`config.mk`:
```
export PLATFORM = sky130hd
export DESIGN_NAME = alu_seq
export DESIGN_NICKNAME = d
export VERILOG_FILES = /design/src/rtl/alu_seq.sv
export SDC_FILE = /design/constraint.sdc
export NUM_CORES = 1
export LEC_CHECK = 0
export BUFFER_PORTS_ARGS = -buffer_cell sky130_fd_sc_hd__buf_2
export CORE_MARGIN = 8
export CORE_UTILIZATION = 63
export DETAILED_ROUTE_END_ITERATION = 6
export PLACE_DENSITY_LB_ADDON = 0.12
export SETUP_SLACK_MARGIN = 0.4
export SYNTH_ARGS = -nofsm -noshare
export SYNTH_HDL_FRONTEND = slang
export SYNTH_SLANG_ARGS = --single-unit
```
`constraint.sdc`:
```
create_clock -name clk -period 4.35 [get_ports clk]
set_input_delay 0.6525 -clock clk [delete_from_list [all_inputs] [get_ports clk]]
set_output_delay 0.6525 -clock clk [all_outputs]
set_load 0.02 [all_outputs]
```
`src/rtl/alu_seq.sv`:
```
// alu_seq: ALU with single-cycle logic/arith ops and iterative shift-add multiply / restoring divide.
module alu_seq #(
  parameter int WIDTH = 32
) (
  input  logic             clk,
  input  logic             rst_n,
  input  logic [WIDTH-1:0] SrcAE,
  input  logic [WIDTH-1:0] SrcBE,
  input  logic [3:0]       ALUControlE,
  input  logic             ValidE,
  input  logic             FlushE,
  output logic             BusyE,
  output logic             ValidM,
  output logic [WIDTH-1:0] ALUResultM,
  output logic             ZeroM
);
  localparam int CNTW = $clog2(WIDTH) + 1;
  typedef enum logic {IDLE, RUN} state_t;
  state_t             state, state_d;
  logic [CNTW-1:0]    cnt, cnt_d;
  logic [2*WIDTH-1:0] acc, acc_d, mul_nxt;
  logic [WIDTH:0]     rem, rem_d, sum, rem_nxt;
  logic [WIDTH+1:0]   diff;
  logic [WIDTH-1:0]   opa, opa_d, q_nxt, alu, fin, res_d;
  logic [1:0]         sel, sel_d;
  logic               eq, eq_d, zero_d, vld_d, accept, iter, div0, ge;
  // acc holds {product hi, multiplier} for MUL or {0, dividend->quotient} for DIV
  assign sum     = {1'b0, acc[2*WIDTH-1:WIDTH]} + (acc[0] ? {1'b0, opa} : '0);
  assign mul_nxt = {sum, acc[WIDTH-1:1]};
  assign diff    = {rem, acc[WIDTH-1]} - {2'b00, opa};
  assign ge      = ~diff[WIDTH+1];
  assign rem_nxt = ge ? diff[WIDTH:0] : {rem[WIDTH-1:0], acc[WIDTH-1]};
  assign q_nxt   = {acc[WIDTH-2:0], ge};
  assign fin     = sel[1] ? (sel[0] ? rem_nxt[WIDTH-1:0] : q_nxt)
                          : (sel[0] ? mul_nxt[2*WIDTH-1:WIDTH] : mul_nxt[WIDTH-1:0]);
  assign div0    = ALUControlE[1] && SrcBE == '0;
  assign iter    = ALUControlE[3:2] == 2'b10 && !div0;
  assign accept  = ValidE && state == IDLE && !FlushE;
  assign BusyE   = state == RUN;
  always_comb begin
    case (ALUControlE)
      4'd0:    alu = SrcAE + SrcBE;
      4'd1:    alu = SrcAE - SrcBE;
      4'd2:    alu = SrcAE & SrcBE;
      4'd3:    alu = SrcAE | SrcBE;
      4'd4:    alu = WIDTH'(SrcAE > SrcBE);
      4'd5:    alu = WIDTH'(SrcAE < SrcBE);
      4'd6:    alu = SrcAE ^ SrcBE;
      4'd7:    alu = WIDTH'(SrcAE == SrcBE);
      4'd10:   alu = '1;
      4'd11:   alu = SrcAE;
      default: alu = '0;
    endcase
  end
  always_comb begin
    state_d = state;
    cnt_d   = cnt;
    acc_d   = acc;
    rem_d   = rem;
    opa_d   = opa;
    sel_d   = sel;
    eq_d    = eq;
    res_d   = ALUResultM;
    zero_d  = ZeroM;
    vld_d   = 1'b0;
    if (FlushE) begin
      state_d = IDLE;
      cnt_d   = '0;
    end else if (state == RUN) begin
      cnt_d = cnt - CNTW'(1);
      acc_d = sel[1] ? {acc[2*WIDTH-1:WIDTH], q_nxt} : mul_nxt;
      rem_d = sel[1] ? rem_nxt : rem;
      if (cnt == CNTW'(1)) begin
        state_d = IDLE;
        res_d   = fin;
        zero_d  = eq;
        vld_d   = 1'b1;
      end
    end else if (accept) begin
      sel_d = ALUControlE[1:0];
      eq_d  = SrcAE == SrcBE;
      if (iter) begin
        state_d = RUN;
        cnt_d   = CNTW'(WIDTH);
        acc_d   = {{WIDTH{1'b0}}, ALUControlE[1] ? SrcAE : SrcBE};
        opa_d   = ALUControlE[1] ? SrcBE : SrcAE;
        rem_d   = '0;
      end else begin
        res_d  = alu;
        zero_d = SrcAE == SrcBE;
        vld_d  = 1'b1;
      end
    end
  end
  always_ff @(posedge clk or negedge rst_n) begin
    if (!rst_n) begin
      state      <= IDLE;
      cnt        <= '0;
      acc        <= '0;
      rem        <= '0;
      opa        <= '0;
      sel        <= '0;
      eq         <= 1'b0;
      ALUResultM <= '0;
      ZeroM      <= 1'b0;
      ValidM     <= 1'b0;
    end else begin
      state      <= state_d;
      cnt        <= cnt_d;
      acc        <= acc_d;
      rem        <= rem_d;
      opa        <= opa_d;
      sel        <= sel_d;
      eq         <= eq_d;
      ALUResultM <= res_d;
      ZeroM      <= zero_d;
      ValidM     <= vld_d;
    end
  end
endmodule

```
==> Word level (Yosys, flattened, before mapping) <==
Cells that the tools add are included.
{ "totals": {"register_bits": 173, "latch_bits": 0, "ram_bits": 0, "romBits": 0, "in_bits": 72, "out_inout_bits": 35, "elab_cells": 97, "mem_count": 0} }
{ "classes": {"n_addsub": 5, "n_mul": 0, "n_div": 0, "order_cmp": 2, "n_eq_ne": 16, "n_shift": 0, "mux": 38, "bitwise_logic": 6, "reduce_logical": 19} }
{ "ops": {"columns": ["operator", "count"], "rows": [
  ["$mux W32", 10],
  ["$pmux W32 S10", 1],
  ["$mux W64", 4],
  ["$mux W33", 5],
  ["$sub A34 B32 Y34", 1],
  ["$add A32 B32 Y33", 1],
  ["$add A32 B32 Y32", 1],
  ["$and A32 B32 Y32", 1],
  ["$eq A32 B32 Y1", 1],
  ["$gt A32 B32 Y1", 1],
  ["$logic_not A32 Y1", 1],
  ["$lt A32 B32 Y1", 1],
  ["$or A32 B32 Y32", 1],
  ["$sub A32 B32 Y32", 1],
  ["$xor A32 B32 Y32", 1],
  ["$mux W6", 4],
  ["$eq A4 B3 Y1 const B", 4],
  ["$reduce_and A4 Y1", 4],
  ["$mux W1", 14],
  ["$eq A4 B2 Y1 const B", 2],
  ["$eq A4 B4 Y1 const B", 2],
  ["$eq A6 B1 Y1 const B", 1],
  ["$reduce_and A3 Y1", 2],
  ["$reduce_bool A3 Y1", 2],
  ["other kinds (11)", 20]
]} }

==> Longest topological paths before layout <==
{ "depth": {"ltp_word": 8, "depth_mapped": 15} }

==> Worst setup path after synthesis <==
No wires, ideal clock.
{ "synth_path": {"path_kind": "input -> register", "startpoint": "in SrcAE[0]", "endpoint": "reg ALUResultM[20]", "setup_ns": 0.128, "arrival_ns": 3.314, "path_slack_ns": 0.908, "stages": 12, "n_path_buf": 0, "cell_sequence": "ha_1 fa_1 a211oi_1 o21ai_0 nand4_1 nand3_1 or2_2 a2111oi_0 and4b_1 xnor2_1 a221oi_1 o21ai_1"} }
{ "synth_between": {"elab_chain_len": 5, "word_cells_on_any_way": 6} }
{ "synth_lines": {"columns": ["item", "line", "source"], "rows": [
  ["from (decl)", "7", "input logic [WIDTH-1:0] SrcAE,"],
  ["$sub A32 B32 Y32 / $add A32 B32 Y32 (equally long branches)", "43, 42", null],
  ["$pmux W32 S10 (*)", "41", "case (ALUControlE)"],
  ["$mux W32 (*)", "82", "if (iter) begin"],
  ["$mux W32 (*)", "79", "end else if (accept) begin"],
  ["$mux W32 (*)", "69", "end else if (state == RUN) begin"],
  ["to (signal assigned)", "115", "ALUResultM <= res_d;"],
  ["to (decl)", "14", "output logic [WIDTH-1:0] ALUResultM,"]
]} }
Mark *: on every way between the ends. The rest lies on a longest branch, timed or not. The select of a mux whose other input is x is not followed.
A chain may end at the register's enable or synchronous reset.

==> Worst setup path in the final report <==
{ "layout_path": {"startpoint": "in SrcBE[10]", "endpoint": "reg ALUResultM[23]"} }
{ "layout_between": {"elab_chain_len": 6, "word_cells_on_any_way": 12} }
{ "layout_lines": {"columns": ["item", "line", "source"], "rows": [
  ["from (decl)", "8", "input logic [WIDTH-1:0] SrcBE,"],
  ["branches (longest 6 deep; another with $sub A32 B32 Y32)", null, null]
]} }
Several ways; the timed one is not identified. The select of a mux whose other input is x is not followed.

==> results <==
- The run finished, with violations left.
- The checks that failed: DRC.
- Based on the critical path, the design can be clocked at up to 253 MHz.
- For this design the static power due to leakage is 0.00910 uW.
- Setup repair after global routing left no endpoint under its margin.
- The worst-path cell with the longest stage delay is nor4_1.
- The per-instance average area after synthesis is 7.76 um2.
- The routed layout has 19.2k vias.
- STA classifies the critical path endpoint as a flop.
- The number of enable-type register cells in the synthesized netlist is 0.
- After detailed placement, the design holds a cell count of 2,730.
- Excluding fillers, the count of instances in the completed layout stands at 2,763.
- The fraction of final layout cells sized beyond drive strength 1 is 0.109.
- Clock tree synthesis inserted a total of 17 buffers.
- Clock tree synthesis selected as its root buffer the cell clkbuf_16.
- The final hold violation count is 0.
- The maximum fanout encountered on the critical timing path is 10.
- The clock tree buffer depth is 2.
- Synthesis handed over a netlist of 2,324 instances.
- The Yosys warning count is 0.
- The path class of the tightest hold or removal check is in2async.
- The share of synthesized flip-flops with an asynchronous set or reset is 1.00.
- The worst-case headroom to the max-slew limit is 0.268.
- Relative to the synthesized area, the layout overhead comes to 9.02%.
- Buffers inserted to repair hold after CTS numbered 0.
- The tightest hold path in the finished design has a slack of 0.318 ns.
- The floorplan step set the die height to 185 um.
- The final worst-path cycle share is 0.909.
- Synthesis produced a netlist with a net count of 2,563.
- After detailed routing, the number of remaining DRC violations is 4.
- The standard cell core area is 0.0285 mm2.
- Entering global routing, the biggest net connects 112 pins.
- Across every metal layer, demand over resource in global routing totals 0.395.
- The cell area power density is 338 mW/mm2.
- The number of sinks driven by the clock tree is 173.
- The worst setup path is of the in2reg kind.
- The most common cell after layout, fill and taps aside is nand2_1.
- The type of origin of the critical path is an input port.
- The final weighted congestion of routability-driven global placement is 1.07.
- Internal power comes to 3810 uW.
- During I/O placement, the number of pins put on the boundary was 107.
- The combinational cell fraction of total power is 0.432.
- The number of violations of the max-capacitance limit is 0.
- The CTS tree is done.
- Port buffering added 106 buffers.
- In the post-synthesis netlist, the biggest area contributors are dfrtp_1 (24%), ha_1 (11%), a21oi_1 (6.2%).
- At the later pin of the worst-skew pair, clock insertion delay measures 0.44 ns.
- The effective utilization at floorplan is 0.633.
- The data required time of the critical path is 4.67 ns.
- The floorplan has 62 rows.
- For the final routed database, the setup TNS stands at 0 ns.
- The post-CTS clock slew at the launch and capture registers of the worst setup and hold paths is 0.07 ns.
- The first detailed-routing pass took 7 iterations.
- Clock skew on the completed layout was measured at 0.0104 ns.
- The library cell with the largest summed area after synthesis is dfrtp_1.
- The share of total power dissipated in the clock network is 0.234.
- VDD sags by at most 278 uV.
- Dividing the detail-routed via count by the number of cells gives 6.96.
- The count of final max-slew check failures is 0.
- The die covers 0.0343 mm2.
- Among the stages of the critical path, the cell type that occurs most often is nor4_1.
- After the last flow step, the layout net total stands at 2,604.
- For the pin with the worst max-slew slack, the measured transition is 1.10 ns.
- The CTS H-tree depth is 4.
- The total overflow left after global routing is 0.
- The number of buffers and inverters on the critical path is 2.
- Once the clock tree was built, the setup fixing pass inserted 0 buffers.
- Summing every instance area after synthesis gives 0.0180 mm2.
- The multi-input combinational cells in the finished layout cover a total of 0.0126 mm2.
- The worst path in the final design needs a cycle of 3.96 ns, including I/O delays and setup.
- The switching power is 2840 uW.
- The top cell types in the final layout, fill and taps aside, are nand2_1 (232), a21oi_1 (221), o21ai_0 (212), dfrtp_1 (170), ha_1 (163).
- The number of DRC markers after the initial detailed-route iteration is 2,523.
- The most used flip-flop cell after synthesis is dfrtp_1.
- The half-perimeter wire length after placement is 51.6 mm.
- The sequential cell area is 0.00433 mm2.
- The arrival time reported for the critical path endpoint is 4.28 ns.
- The kind of cell adding the most delay to the critical path is simple AND/OR/NAND/NOR gates.
- Of the total power, the share spent switching nets is 0.427.
- Of the post-synthesis cell area, the dominant cell type holds 0.240.
- The via count of the first global-routing pass is 18.1k.
- Fill cells in the final layout number 2,407.
- The sequential fraction of the synthesis area is 0.240.
- The wire length of the first global-routing pass is 105 mm.
- The share of total power dissipated in sequential elements is 0.334.
- The path depth of the worst reg2reg path is 13.
- The critical path runs through a total of 13 cells.
- In this run the horizontal extent of the chip is 185 um.
- The initial antenna violation count came to 5.
- After detailed routing, the average wire length per cell comes to 24.7 um.
- The routed wire length is 68.4 mm.
- The delay of the slowest cell on the worst path is 0.60 ns.
- The signal on the critical path passes through buf_2 -> inv_1 -> ha_1 -> nand3_1 -> or4_1 -> o31ai_1 -> a21oi_1 -> nor4_1 -> nor4_1 -> a2111oi_0 -> nor3_1 -> a211oi_1 -> o2bb2ai_1.
- The synthesized netlist contains 83 unique library cells.
- After synthesis the netlist holds a flip-flop and latch count of 173.
- The final number of setup-violating endpoints is 0.
- The count of antenna-violating nets left after detailed routing is 0.
==> logic make-up (layout without fill, tap and decap cells) <==
kind of cell | after synthesis | after routing | synth area share
AOI/OAI and AO/OA | 838 | 838 | 0.301
xor gates and xnor gates | 83 | 83 | 0.0403
adders and majority gates | 167 | 167 | 0.118
buffers and inverters | 295 | 349 | 0.0638
DFF | 173 | 173 | 0.240
muxes | 125 | 125 | 0.0714
other | 0 | 1 | 0
and+or+nand+nor | 643 | 643 | 0.166
==> registers in the layout (all words and copies together) (netlist names) <==
signal      count
cnt             6
opa            32
eq              1
sel             2
ZeroM           1
ValidM          1
rem            33
BusyE           1
ALUResultM     32
acc            64
==> cell type report <==
cell class | instances | area share
Antenna cell | 1 | 0.000127
Multi-Input combinational cell | 1856 | 0.643
Inverter | 150 | 0.0286
Sequential cell | 173 | 0.220
Clock buffer | 19 | 0.0225
Tap cell | 384 | 0.0244
Clock inverter | 13 | 0.00707
Timing Repair Buffer | 167 | 0.0539
==> metrics by stage <==
| stage | util | power (uW) | worst slack [ns] | instance area, um2 |
|---|---|---|---|---|
| after detailed placement | 0.668 | 4960 | 0.220 | 19000 |
| after floorplan | - | 4040 | 0.908 | 18000 |
| after global routing | 0.690 | 6950 | 0.419 | 19700 |
| after CTS | 0.689 | 6520 | 0.404 | 19600 |
| final | 0.690 | 6650 | 0.395 | 19700 |
| after global placement | 0.668 | 4880 | 0.286 | 19000 |
==> worst paths after layout <==
check                           from             end  slack, ns
setup / recovery           SrcBE[10]  ALUResultM[23]       0.39
hold / removal                 rst_n              eq       0.32
setup reg to reg             opa[24]   ALUResultM[2]       0.57
hold reg to reg                   eq              eq       0.49
max in group asynchronous      rst_n          rem[6]       3.08
min in group clk                  eq              eq       0.49
==> power by group through the flow <==
| stage | sequential [uW] | clock (uW) | combinational (uW) |
|---|---|---|---|
| finish | 2220 | 1550 | 2870 |
| global route | 2240 | 1610 | 3100 |
| CTS | 2200 | 1550 | 2770 |
| detailed placement | 2220 | 0 | 2740 |
| global placement | 2210 | 0 | 2670 |
| floorplan | 2170 | 0 | 1860 |
==> repair_timing <==
item / in CTS / in global routing
resized for setup: 0 / 8
setup endpoints to repair: 1 / 8
pin swaps: 1 / 0
==> routing by layer <==
layer  global-route usage  share of wire  vias to the layer above
met5                    0        0.00063                        -
met4                0.187          0.051                        8
met3               0.0985           0.12                      250
met2                0.591           0.42                     1281
met1                0.528           0.40                     9120
li1                     -              -                     8559
==> synthesized netlist by cell type, types with 13 or more instances <==
cell       number
o21bai_1       20
dfrtp_1       173
a2111oi_0      14
and2_1         36
o21ai_0       212
nor2_1        164
clkbuf_1      116
inv_1         149
xor2_1         32
a21oi_1       222
o31ai_1        16
a31oi_1        30
a22o_1         30
a211oi_1       33
a221oi_1       25
buf_1          13
a21o_1         45
nand2_1       232
nor4_1         21
a22oi_1        18
o211ai_1       35
xnor2_1        51
o21a_1         19
nand4_1        19
mux2i_1       103
nor2b_1        22
nor3_1         34
mux2_2         20
nand2b_1       30
ha_1          163
nand3_1        38
(Power assumes the default switching activity.)
